## config.mk

```make
export PLATFORM = sky130hd
export DESIGN_NAME = dmac_write_burst_gen
export DESIGN_NICKNAME = d
export VERILOG_FILES = /design/src/rtl/dmac_pkg.sv /design/src/rtl/dmac_burst_calc.sv /design/src/rtl/dmac_write_burst_gen.sv
export SDC_FILE = /design/constraint.sdc
export NUM_CORES = 1
export LEC_CHECK = 0
export CAP_MARGIN = 5
export CORE_MARGIN = 10
export CORE_UTILIZATION = 44
export CTS_CLUSTER_SIZE = 28
export DETAILED_ROUTE_END_ITERATION = 6
export GPL_TIMING_DRIVEN = 0
export PLACE_DENSITY = 0.66
export SYNTH_ARGS = -nofsm -noshare
export SYNTH_HDL_FRONTEND = slang
export SYNTH_SLANG_ARGS = --single-unit
```

## constraint.sdc

```tcl
create_clock -name clk -period 11.77 [get_ports clk]
set_clock_uncertainty 0.15 [all_clocks]
set_input_delay 1.177 -clock clk [delete_from_list [all_inputs] [get_ports clk]]
set_output_delay 1.177 -clock clk [all_outputs]
set_load 0.005 [all_outputs]
```

## src/rtl/dmac_pkg.sv

```systemverilog
// Shared constants for the DMA write burst generator: AXI burst encodings,
// AXI field widths and the controller state encoding.
package dmac_pkg;

    // AXI field widths
    localparam int BURST_WD = 2;
    localparam int LEN_WD   = 8;
    localparam int SIZE_WD  = 3;

    // AXI burst types
    localparam logic [BURST_WD-1:0] BURST_FIXED = 2'b00;
    localparam logic [BURST_WD-1:0] BURST_INCR  = 2'b01;

    // AXI limits
    localparam int FIXED_MAX_BEATS = 16;
    localparam int PAGE_BYTES      = 4096;

    // Controller states (one command in flight at a time)
    typedef logic [2:0] state_t;
    localparam state_t ST_IDLE  = 3'd0;
    localparam state_t ST_LOAD  = 3'd1;
    localparam state_t ST_ISSUE = 3'd2;
    localparam state_t ST_DRAIN = 3'd3;
    localparam state_t ST_DONE  = 3'd4;

endpackage

```

## src/rtl/dmac_burst_calc.sv

```systemverilog
// Combinational burst sizing: beats of the next burst given the current
// address, remaining bytes, burst type and beat size.
// Build option: DMAC_WR_4K_BOUNDARY_EN adds the 4 KB page-crossing limit
// to INCR bursts; without it bursts are limited only by the remaining
// length and MAX_BURST_LEN.
module dmac_burst_calc
    import dmac_pkg::*;
#(
    parameter int ADDR_WD       = 32,
    parameter int MAX_BURST_LEN = 16
) (
    input  logic [ADDR_WD-1:0]  addr,
    input  logic [ADDR_WD-1:0]  remaining,
    input  logic [BURST_WD-1:0] burst,
    input  logic [SIZE_WD-1:0]  size,
    output logic [8:0]          beats,
    output logic [ADDR_WD-1:0]  bytes
);

    localparam logic [ADDR_WD-1:0] CAP_INCR  = ADDR_WD'(MAX_BURST_LEN);
    localparam logic [ADDR_WD-1:0] CAP_FIXED = ADDR_WD'(FIXED_MAX_BEATS);

    logic [ADDR_WD-1:0] rem_beats;
    logic [ADDR_WD-1:0] cap_beats;
    logic [ADDR_WD-1:0] bnd_beats;
    logic [ADDR_WD-1:0] lim_beats;
    logic               unused_addr_bits;

`ifdef DMAC_WR_4K_BOUNDARY_EN
    logic [12:0] to_page_end;

    // Beats that still fit before the next 4 KB page boundary
    always_comb begin
        to_page_end = 13'(PAGE_BYTES) - {1'b0, addr[11:0]};
        bnd_beats   = ADDR_WD'(to_page_end >> size);
    end

    assign unused_addr_bits = ^addr[ADDR_WD-1:12];
`else
    assign bnd_beats        = '1;
    assign unused_addr_bits = ^addr;
`endif

    // Smallest of remaining beats, burst-type cap and page limit
    always_comb begin
        rem_beats = remaining >> size;
        cap_beats = (burst == BURST_FIXED) ? CAP_FIXED : CAP_INCR;
        lim_beats = (rem_beats < cap_beats) ? rem_beats : cap_beats;
        if ((burst != BURST_FIXED) && (bnd_beats < lim_beats)) begin
            lim_beats = bnd_beats;
        end
        beats = 9'(lim_beats);
        bytes = lim_beats << size;
    end

endmodule

```

## src/rtl/dmac_write_burst_gen.sv

```systemverilog
// DMA write burst generator: queues write commands, splits each into AXI
// write bursts, tracks outstanding responses and reports completion with
// a sticky error flag.
// Build option: DMAC_WR_4K_BOUNDARY_EN (see dmac_burst_calc).
module dmac_write_burst_gen
    import dmac_pkg::*;
#(
    parameter int ADDR_WD         = 32,
    parameter int DATA_WD         = 32,
    parameter int MAX_BURST_LEN   = 16,
    parameter int CMD_DEPTH       = 4,
    parameter int MAX_OUTSTANDING = 8,
    parameter int ID_WD           = 3
) (
    input  logic                         clk,
    input  logic                         rst,
    // command input
    input  logic                         cmd_in_valid,
    output logic                         cmd_in_ready,
    input  logic [ID_WD-1:0]             cmd_in_id,
    input  logic [ADDR_WD-1:0]           cmd_in_dst_addr,
    input  logic [ADDR_WD-1:0]           cmd_in_len,
    input  logic [1:0]                   cmd_in_burst,
    input  logic [2:0]                   cmd_in_size,
    input  logic [$clog2(DATA_WD/8)-1:0] cmd_in_src_offset,
    // write burst requests
    output logic                         wr_req_valid,
    input  logic                         wr_req_ready,
    output logic [ADDR_WD-1:0]           wr_req_addr,
    output logic [7:0]                   wr_req_len,
    output logic [1:0]                   wr_req_burst,
    output logic [2:0]                   wr_req_size,
    output logic [$clog2(DATA_WD/8)-1:0] wr_req_data_offset,
    output logic [ID_WD-1:0]             wr_req_id,
    output logic                         wr_req_last,
    // write responses
    input  logic                         wr_resp_valid,
    output logic                         wr_resp_ready,
    input  logic [1:0]                   wr_resp_resp,
    // completion
    output logic                         done_valid,
    input  logic                         done_ready,
    output logic [ID_WD-1:0]             done_id,
    output logic                         done_err
);

    localparam int STRB_WD = DATA_WD / 8;
    localparam int OFF_WD  = $clog2(STRB_WD);
    localparam int PTR_WD  = $clog2(CMD_DEPTH);
    localparam int OUT_WD  = $clog2(MAX_OUTSTANDING + 1);
    localparam int CMD_WD  = ID_WD + 2 * ADDR_WD + BURST_WD + SIZE_WD + OFF_WD;
    localparam logic [OUT_WD-1:0] OUT_MAX = OUT_WD'(MAX_OUTSTANDING);

    // ---------------- command FIFO ----------------
    logic [CMD_WD-1:0] mem [CMD_DEPTH];
    logic [CMD_WD-1:0] rd_data_reg;
    logic [PTR_WD:0]   wr_ptr_reg;
    logic [PTR_WD:0]   rd_ptr_reg;
    logic [CMD_WD-1:0] cmd_in_word;
    logic              fifo_full;
    logic              fifo_empty;
    logic              cmd_push;
    logic              cmd_pop;

    // ---------------- active command ----------------
    state_t              state_reg;
    logic [ADDR_WD-1:0]  addr_reg;
    logic [ADDR_WD-1:0]  rem_reg;
    logic [BURST_WD-1:0] burst_reg;
    logic [SIZE_WD-1:0]  size_reg;
    logic [OFF_WD-1:0]   off_reg;
    logic [ID_WD-1:0]    id_reg;
    logic                err_reg;
    logic [OUT_WD-1:0]   out_reg;

    logic [ID_WD-1:0]    head_id;
    logic [ADDR_WD-1:0]  head_addr;
    logic [ADDR_WD-1:0]  head_len;
    logic [BURST_WD-1:0] head_burst;
    logic [SIZE_WD-1:0]  head_size;
    logic [OFF_WD-1:0]   head_off;
    logic [ADDR_WD-1:0]  size_mask;
    logic [ADDR_WD-1:0]  head_len_aligned;

    logic [8:0]          beats;
    logic [ADDR_WD-1:0]  bytes;
    logic                in_issue;
    logic                req_fire;
    logic                resp_fire;
    logic                burst_last;

    assign cmd_in_word = {cmd_in_id, cmd_in_dst_addr, cmd_in_len,
                          cmd_in_burst, cmd_in_size, cmd_in_src_offset};
    assign fifo_empty  = (wr_ptr_reg == rd_ptr_reg);
    assign fifo_full   = (wr_ptr_reg[PTR_WD] != rd_ptr_reg[PTR_WD]) &&
                         (wr_ptr_reg[PTR_WD-1:0] == rd_ptr_reg[PTR_WD-1:0]);
    assign cmd_in_ready = !fifo_full;
    assign cmd_push     = cmd_in_valid && cmd_in_ready;
    assign cmd_pop      = (state_reg == ST_IDLE) && !fifo_empty;

    // FIFO storage write (no reset so it maps onto RAM)
    always_ff @(posedge clk) begin
        if (cmd_push) begin
            mem[wr_ptr_reg[PTR_WD-1:0]] <= cmd_in_word;
        end
    end

    // Registered FIFO read: head appears in rd_data_reg during LOAD
    always_ff @(posedge clk) begin
        if (cmd_pop) begin
            rd_data_reg <= mem[rd_ptr_reg[PTR_WD-1:0]];
        end
    end

    // FIFO pointers
    always_ff @(posedge clk) begin
        if (rst) begin
            wr_ptr_reg <= '0;
            rd_ptr_reg <= '0;
        end else begin
            if (cmd_push) wr_ptr_reg <= wr_ptr_reg + 1'b1;
            if (cmd_pop)  rd_ptr_reg <= rd_ptr_reg + 1'b1;
        end
    end

    assign {head_id, head_addr, head_len, head_burst, head_size, head_off} = rd_data_reg;

    // Address and length are aligned to the beat size by dropping low bits
    assign size_mask        = ~((ADDR_WD'(1) << head_size) - ADDR_WD'(1));
    assign head_len_aligned = head_len & size_mask;

    dmac_burst_calc #(
        .ADDR_WD       (ADDR_WD),
        .MAX_BURST_LEN (MAX_BURST_LEN)
    ) u_burst_calc (
        .addr      (addr_reg),
        .remaining (rem_reg),
        .burst     (burst_reg),
        .size      (size_reg),
        .beats     (beats),
        .bytes     (bytes)
    );

    assign in_issue   = (state_reg == ST_ISSUE);
    assign burst_last = (rem_reg == bytes);
    assign req_fire   = wr_req_valid && wr_req_ready;
    assign resp_fire  = wr_resp_valid && wr_resp_ready;

    // Command sequencing: load head, issue bursts, wait for responses, report
    always_ff @(posedge clk) begin
        if (rst) begin
            state_reg <= ST_IDLE;
            addr_reg  <= '0;
            rem_reg   <= '0;
            burst_reg <= '0;
            size_reg  <= '0;
            off_reg   <= '0;
            id_reg    <= '0;
        end else begin
            case (state_reg)
                ST_IDLE: begin
                    if (!fifo_empty) state_reg <= ST_LOAD;
                end
                ST_LOAD: begin
                    addr_reg  <= head_addr & size_mask;
                    rem_reg   <= head_len_aligned;
                    burst_reg <= head_burst;
                    size_reg  <= head_size;
                    off_reg   <= head_off;
                    id_reg    <= head_id;
                    state_reg <= (head_len_aligned == '0) ? ST_DRAIN : ST_ISSUE;
                end
                ST_ISSUE: begin
                    if (req_fire) begin
                        rem_reg <= rem_reg - bytes;
                        if (burst_reg != BURST_FIXED) addr_reg <= addr_reg + bytes;
                        if (burst_last) state_reg <= ST_DRAIN;
                    end
                end
                ST_DRAIN: begin
                    if (out_reg == '0) state_reg <= ST_DONE;
                end
                ST_DONE: begin
                    if (done_ready) state_reg <= ST_IDLE;
                end
                default: state_reg <= ST_IDLE;
            endcase
        end
    end

    // Sticky error flag, cleared when a new command is loaded
    always_ff @(posedge clk) begin
        if (rst) begin
            err_reg <= 1'b0;
        end else if (state_reg == ST_LOAD) begin
            err_reg <= 1'b0;
        end else if (resp_fire && wr_resp_resp[1]) begin
            err_reg <= 1'b1;
        end
    end

    // Outstanding burst counter
    always_ff @(posedge clk) begin
        if (rst) begin
            out_reg <= '0;
        end else begin
            case ({req_fire, resp_fire})
                2'b10:   out_reg <= out_reg + 1'b1;
                2'b01:   out_reg <= out_reg - 1'b1;
                default: out_reg <= out_reg;
            endcase
        end
    end

    // Request fields are forced to zero outside ISSUE so idle outputs are clean
    assign wr_req_valid       = in_issue && (out_reg < OUT_MAX);
    assign wr_req_addr        = in_issue ? addr_reg : '0;
    assign wr_req_len         = in_issue ? LEN_WD'(beats - 9'd1) : '0;
    assign wr_req_burst       = in_issue ? burst_reg : '0;
    assign wr_req_size        = in_issue ? size_reg : '0;
    assign wr_req_data_offset = in_issue ? off_reg : '0;
    assign wr_req_id          = in_issue ? id_reg : '0;
    assign wr_req_last        = in_issue && burst_last;

    assign wr_resp_ready = (out_reg != '0);

    assign done_valid = (state_reg == ST_DONE);
    assign done_id    = done_valid ? id_reg : '0;
    assign done_err   = done_valid && err_reg;

endmodule

```

Yosys cells after proc, flatten, opt, wreduce, memory -nomap -nowiden
Memory sizes are Yosys's and may differ from the RTL's. A register that Yosys moved wholly into a read port is not among the register bits.
Index checks and enable logic that the tools add are counted.
{ "classes": {"n_addsub": 8, "magnitude_cmp": 3, "n_eq_ne": 16, "shifts": 3, "muxes": 24, "bitwise_logic": 3, "n_reduce_logical": 23} }
{ "op_table": {"columns": ["op", "count"], "rows": [
  ["$mux W32", 6],
  ["$pmux W32 S2", 2],
  ["$and A32 B32 Y32", 2],
  ["$add A32 B32 Y32", 1],
  ["$eq A32 B32 Y1", 1],
  ["$logic_not A32 Y1", 1],
  ["$lt A32 B32 Y1 const A", 1],
  ["$lt A32 B5 Y1 const B", 1],
  ["$not A32 Y32", 1],
  ["$shl A1 B3 Y32 const A", 1],
  ["$shl A32 B3 Y32", 1],
  ["$shr A32 B3 Y32", 1],
  ["$sub A32 B2 Y32 const B", 1],
  ["$sub A32 B32 Y32", 1],
  ["$mux W3", 8],
  ["$pmux W3 S5", 1],
  ["$logic_and A1 B1 Y1", 10],
  ["$mux W8", 1],
  ["$ne A2 B1 Y1 const B", 4],
  ["$pmux W4 S2", 1],
  ["$sub A8 B1 Y8 const B", 1],
  ["$add A3 B1 Y3 const B", 2],
  ["$eq A3 B2 Y1 const B", 2],
  ["$reduce_bool A2 Y1", 3],
  ["other kinds (21)", 26]
]} }
{ "totals": {"reg_bits": 88, "ram_bits": 296, "in_bits": 82, "out_inout_bits": 59, "wordCells": 92, "n_memories": 1} }
{ "mem_list": {"columns": ["name", "words", "width", "read_ports", "rd_ports_with_merged_regs", "wr", "line_no", "source"], "rows": [
  ["mem", 4, 74, 1, 1, 1, "dmac_write_burst_gen.sv:55", "logic [CMD_WD-1:0] mem [CMD_DEPTH];"]
]} }

Logic depth before layout (Yosys ltp)
{ "depth": {"word_depth": 11, "ltp_mapped": 22, "depth_no_buf": 20} }

By module
A second synthesis with hierarchy kept.
{ "unflattened": {"hier_cells": 1776, "area_unflattened_um2": 22338.9} }
{ "modules_own_cells": {"columns": ["mod", "instances", "cells_each", "area_each_um2", "seq_area_each_um2"], "rows": [
  ["dmac_write_burst_gen", 1, 1570, 20862.5, 12872.3],
  ["dmac_burst_calc", 1, 206, 1476.4, 0.0]
]} }

Worst setup path before layout
No wires, ideal clock.
{ "synth_path": {"path_type": "flip-flop to output port", "start": "reg size_reg[1]", "end": "out wr_req_last", "arrival_time_ns": 3.518, "t_required_ns": 10.443, "setup_slack_ns": 6.925, "stages_incl_launch_ff": 16, "n_path_buf": 2, "cell_sequence": "dfxtp_1 > buf_4 > or3b_1 > o32ai_1 > o2111ai_1 > a211o_1 > a211oi_4 > buf_6 > nand2_1 > or2_1 > ha_1 > nand2_1 > nor3_1 > nand4_1 > or4_1 > nor2_1"} }
{ "synth_between": {"elab_chain_cells": 9} }
{ "synth_lines": {"columns": ["element", "line_no", "source"], "rows": [
  ["from (decl)", "dmac_write_burst_gen.sv:70", "logic [SIZE_WD-1:0] size_reg;"],
  ["from (signal assigned)", "dmac_write_burst_gen.sv:168", "size_reg <= head_size;"],
  ["$shr A32 B3 Y32", "dmac_burst_calc.sv:46", "rem_beats = remaining >> size;"],
  ["$lt A32 B5 Y1", "dmac_burst_calc.sv:48", "lim_beats = (rem_beats < cap_beats) ? rem_beats : cap_beats;"],
  ["$mux W32", "dmac_burst_calc.sv:48", null],
  ["$lt A32 B32 Y1", "dmac_burst_calc.sv:49", "if ((burst != BURST_FIXED) && (bnd_beats < lim_beats)) begin"],
  ["$logic_and A1 B1 Y1", "dmac_burst_calc.sv:49", null],
  ["$mux W32", "dmac_burst_calc.sv:49", null],
  ["$shl A32 B3 Y32 (*)", "dmac_burst_calc.sv:53", "bytes = lim_beats << size;"],
  ["$eq A32 B32 Y1 (*)", "dmac_write_burst_gen.sv:145", "assign burst_last = (rem_reg == bytes);"],
  ["$logic_and A1 B1 Y1 (*)", "dmac_write_burst_gen.sv:223", "assign wr_req_last = in_issue && burst_last;"],
  ["to (decl)", "dmac_write_burst_gen.sv:35", "output logic wr_req_last,"]
]} }
Every way passes the cells marked *; elsewhere a longest branch is shown, timed or not.

Worst setup path in the final report
Ends and elaborated chain as after synthesis.

==> flow_summary.ini <==
[logic_synthesis]
async_flop_share_pct = 0
ys_top_cells_by_area = edfxtp_1 (52%), dfxtp_1 (8.3%), mux4_2 (8.1%)
synth_xor_area_share_pct = 2.38
synth_ff_type = edfxtp_1
ys_seq_area_share_pct = 60.4
synth_top_cell_by_area = edfxtp_1
synth-simple-area-share_pct = 10.2
synth.ff_latch_count = 458
synthMuxAreaShare_pct = 9.04
synth_fa_ha_area_share_pct = 4.51
syn_area_um2 = 21300
yosys_warnings = 0
netlist-cell-type-count = 77
yosysTopAreaCellShare_pct = 52.1
synth_top_family_by_area = compound AO/OA/AOI/OAI gates
synth_compound_area_share_pct = 11.3
syn_inst = 1613
synth_edf_count = 370
syn_area_per_cell_um2 = 13.2

[pwr]
powerDensity_nw_per_um2 = 252
peakVddDrop_mv = 0.128
cellLeakagePower_nw = 8.83

[placement]
dpl_worst_slack_ns = 5.42
gp_congestion = 0.959
dp_hpwl_um = 41700
portBuffers = 138

[clock_network]
cts.hold.buffers_added = 0
htree_levels = 2
cts-root-buf = clkbuf_16
clkLatencyLatePin_ns = 0.59
cts_resized = 0
cts_buffer_depth = 3
clk_pin_slew_ns = 0.07
cts_made_buffers = 47
cts_sinks = 458
cts_setup_buffers = 0
cts_tree = yes

[route]
drc = 0
met3_length_um = 4120
wire_per_inst_um = 23.1
ant_nets = 0
vias = 14600
routed_wl_um = 57700
highest-signal-layer = met5
wl_met2_um = 26500
drtIter0Drc = 1318
dr.pass1.iters = 5
drt-met1-wl_um = 25700
avgViaCountPerCell = 5.87

[global_route]
grt_pass1_wl_um = 87600
grtUsageTotal_pct = 19.9
antenna_found_initial = 2
grt_pass1_vias = 14400
grt_max_degree = 55
gr-total-overflow = 0

[floorplanning]
row_count = 80
fp.dieW_um = 240
ios = 141
initial_utilization_pct = 44.5
die_y_um = 240
dieArea_um2 = 57600
core_area_um2 = 47800

[worst_setup_path]
path_max_fanout = 10
path_buf_inv = 2
crit_type = reg2out
end_kind = output port
worst_ep_required_time_ns = 10.44
slowest_delay_ns = 0.72
arrival_ns = 5.66
crit_path_start_kind = register
critical_path.top_delay_family = simple AND/OR/NAND/NOR gates
crit_chain = buf_4, or3b_1, o32ai_1, o2111ai_1, a211o_1, a211oi_4, and2_1, a21oi_1, nor2_1, o21ai_0, ha_1, nand2_1, nor3_1, nand4_1, or4_1, nor2_1, clkdlybuf4s50_1
slowest_stage = or4_1
path_common_cell = nor2_1

[timing]
rsz0062_at_grt = no
min_period_ns = 6.99
max_slew.worst_pin.slew_ns = 1.05
finalHoldViolCount = 0
hold_ws_ns = 0.306
tns_ns = 0
fmax_mhz = 143
setup_violations = 0
fin_ws_ns = 4.78
relSlewSlack_pct = 29.9
fin_crit_sh_pct = 59.4
slew_violations = 0

[finish]
fillCellCount = 4000
seq_area_um2 = 12900
final_nets = 1998
multi_input_area_um2 = 8140
insertedDiodeCount = 0
area.growth.synth_to_final_pct = 18.9
largest_reg_flops = 296
drive_gt1_share_pct = 9.53

[worst_hold_path]
min_path_type = reg2reg

[status]
outcome = completed

[flow_run]
maxCapViolCount = 0
routing by layer:
layer  GRT usage [%]  up-vias
li1                -     6713
met1            27.7     7304
met2            31.2      536
met3            3.38       89
met4            6.42        4
met5               0        -
where the power goes:
group | switching (mW) | internal, mW
Sequential | 0.279 | 2.13
Clock | 0.635 | 0.901
Combinational | 1.50 | 0.944
Total | 2.41 | 3.97
tightest hold or removal path, cell delays in order (launching register included):
cell	delay (ns)
dfxtp_1	0.31
nand2_1	0.05
a21oi_1	0.05
cell usage in the layout, fill, tap and decap left out, drive strengths merged, types with 7 or more instances in the layout:
cell and count:
edfxtp 370, nor2 139, clkdlybuf4s50 138, clkbuf 120
nand2 102, a21oi 98, dfxtp 88, mux4 77
ha 72, o21ai 59, and2 50, nor3 47
conb 38, inv 38, a211oi 32, xnor2 31
a21o 30, xor2 27, buf 26, a311oi 24
a221oi 22, mux2i 18, nor4 17, nand3 17
and3 16, clkinv 16, nand4 13, nand2b 12
o211ai 9, nor2b 9, or3 8, o21a 8
a31oi 8, or4 7, bufinv 7
cells by family (layout without fill, tap and decap cells):
kind of cell | after synthesis | after routing
flip-flops | 458 | 458
adder cells (fa/ha/maj) | 75 | 75
AO/OA/AOI/OAI | 355 | 355
XOR/XNOR | 58 | 58
other | 2 | 38
buffers and inverters | 118 | 347
AND/OR/NAND/NOR | 451 | 451
multiplexers | 96 | 96
path summary, 6_finish.rpt:
path | startpoint | slack (ns) | depth (start not counted) | endpoint
max | size_reg[1] | 4.78 | 17 | wr_req_last
min | off_reg[1] | 0.31 | 2 | off_reg[1]
max reg2reg | size_reg[1] | 5.93 | 20 | rem_reg[29]
min reg2reg | off_reg[1] | 0.31 | 2 | off_reg[1]
synth_stat cells, types with 27 or more instances:
library cell    n
dfxtp_1        88
nand2_1       102
clkbuf_1       65
xnor2_1        31
nor2_1        138
a211oi_1       31
xor2_1         27
a21oi_1        98
edfxtp_1      370
a21o_1         30
inv_1          30
o21ai_0        58
nor3_1         47
mux4_2         77
and2_1         50
ha_1           72
per-stage QoR:
step / total power [mW] / std cells / util, % / area (um^2)
floorplan: 4.00 / 1649 / - / 21400
detailed placement: 4.81 / 2407 / 49.7 / 23800
CTS: 6.35 / 2493 / 53.0 / 25300
finish: 6.39 / 2493 / 53.0 / 25300
global route: 6.72 / 2493 / 53.0 / 25300
global placement: 4.79 / 2402 / 49.3 / 23600
layout make-up:
| class | instances | share of cell area, % |
|---|---|---|
| multi-input cells | 1073 | 32.1 |
| plain buffers | 86 | 1.35 |
| well taps | 615 | 3.04 |
| inverters | 32 | 0.474 |
| clock buffers | 55 | 4.80 |
| repair buffers | 143 | 5.99 |
| clock inverters | 31 | 1.45 |
| flip-flops and latches | 458 | 50.8 |
Power figures use the tool's default switching activity.
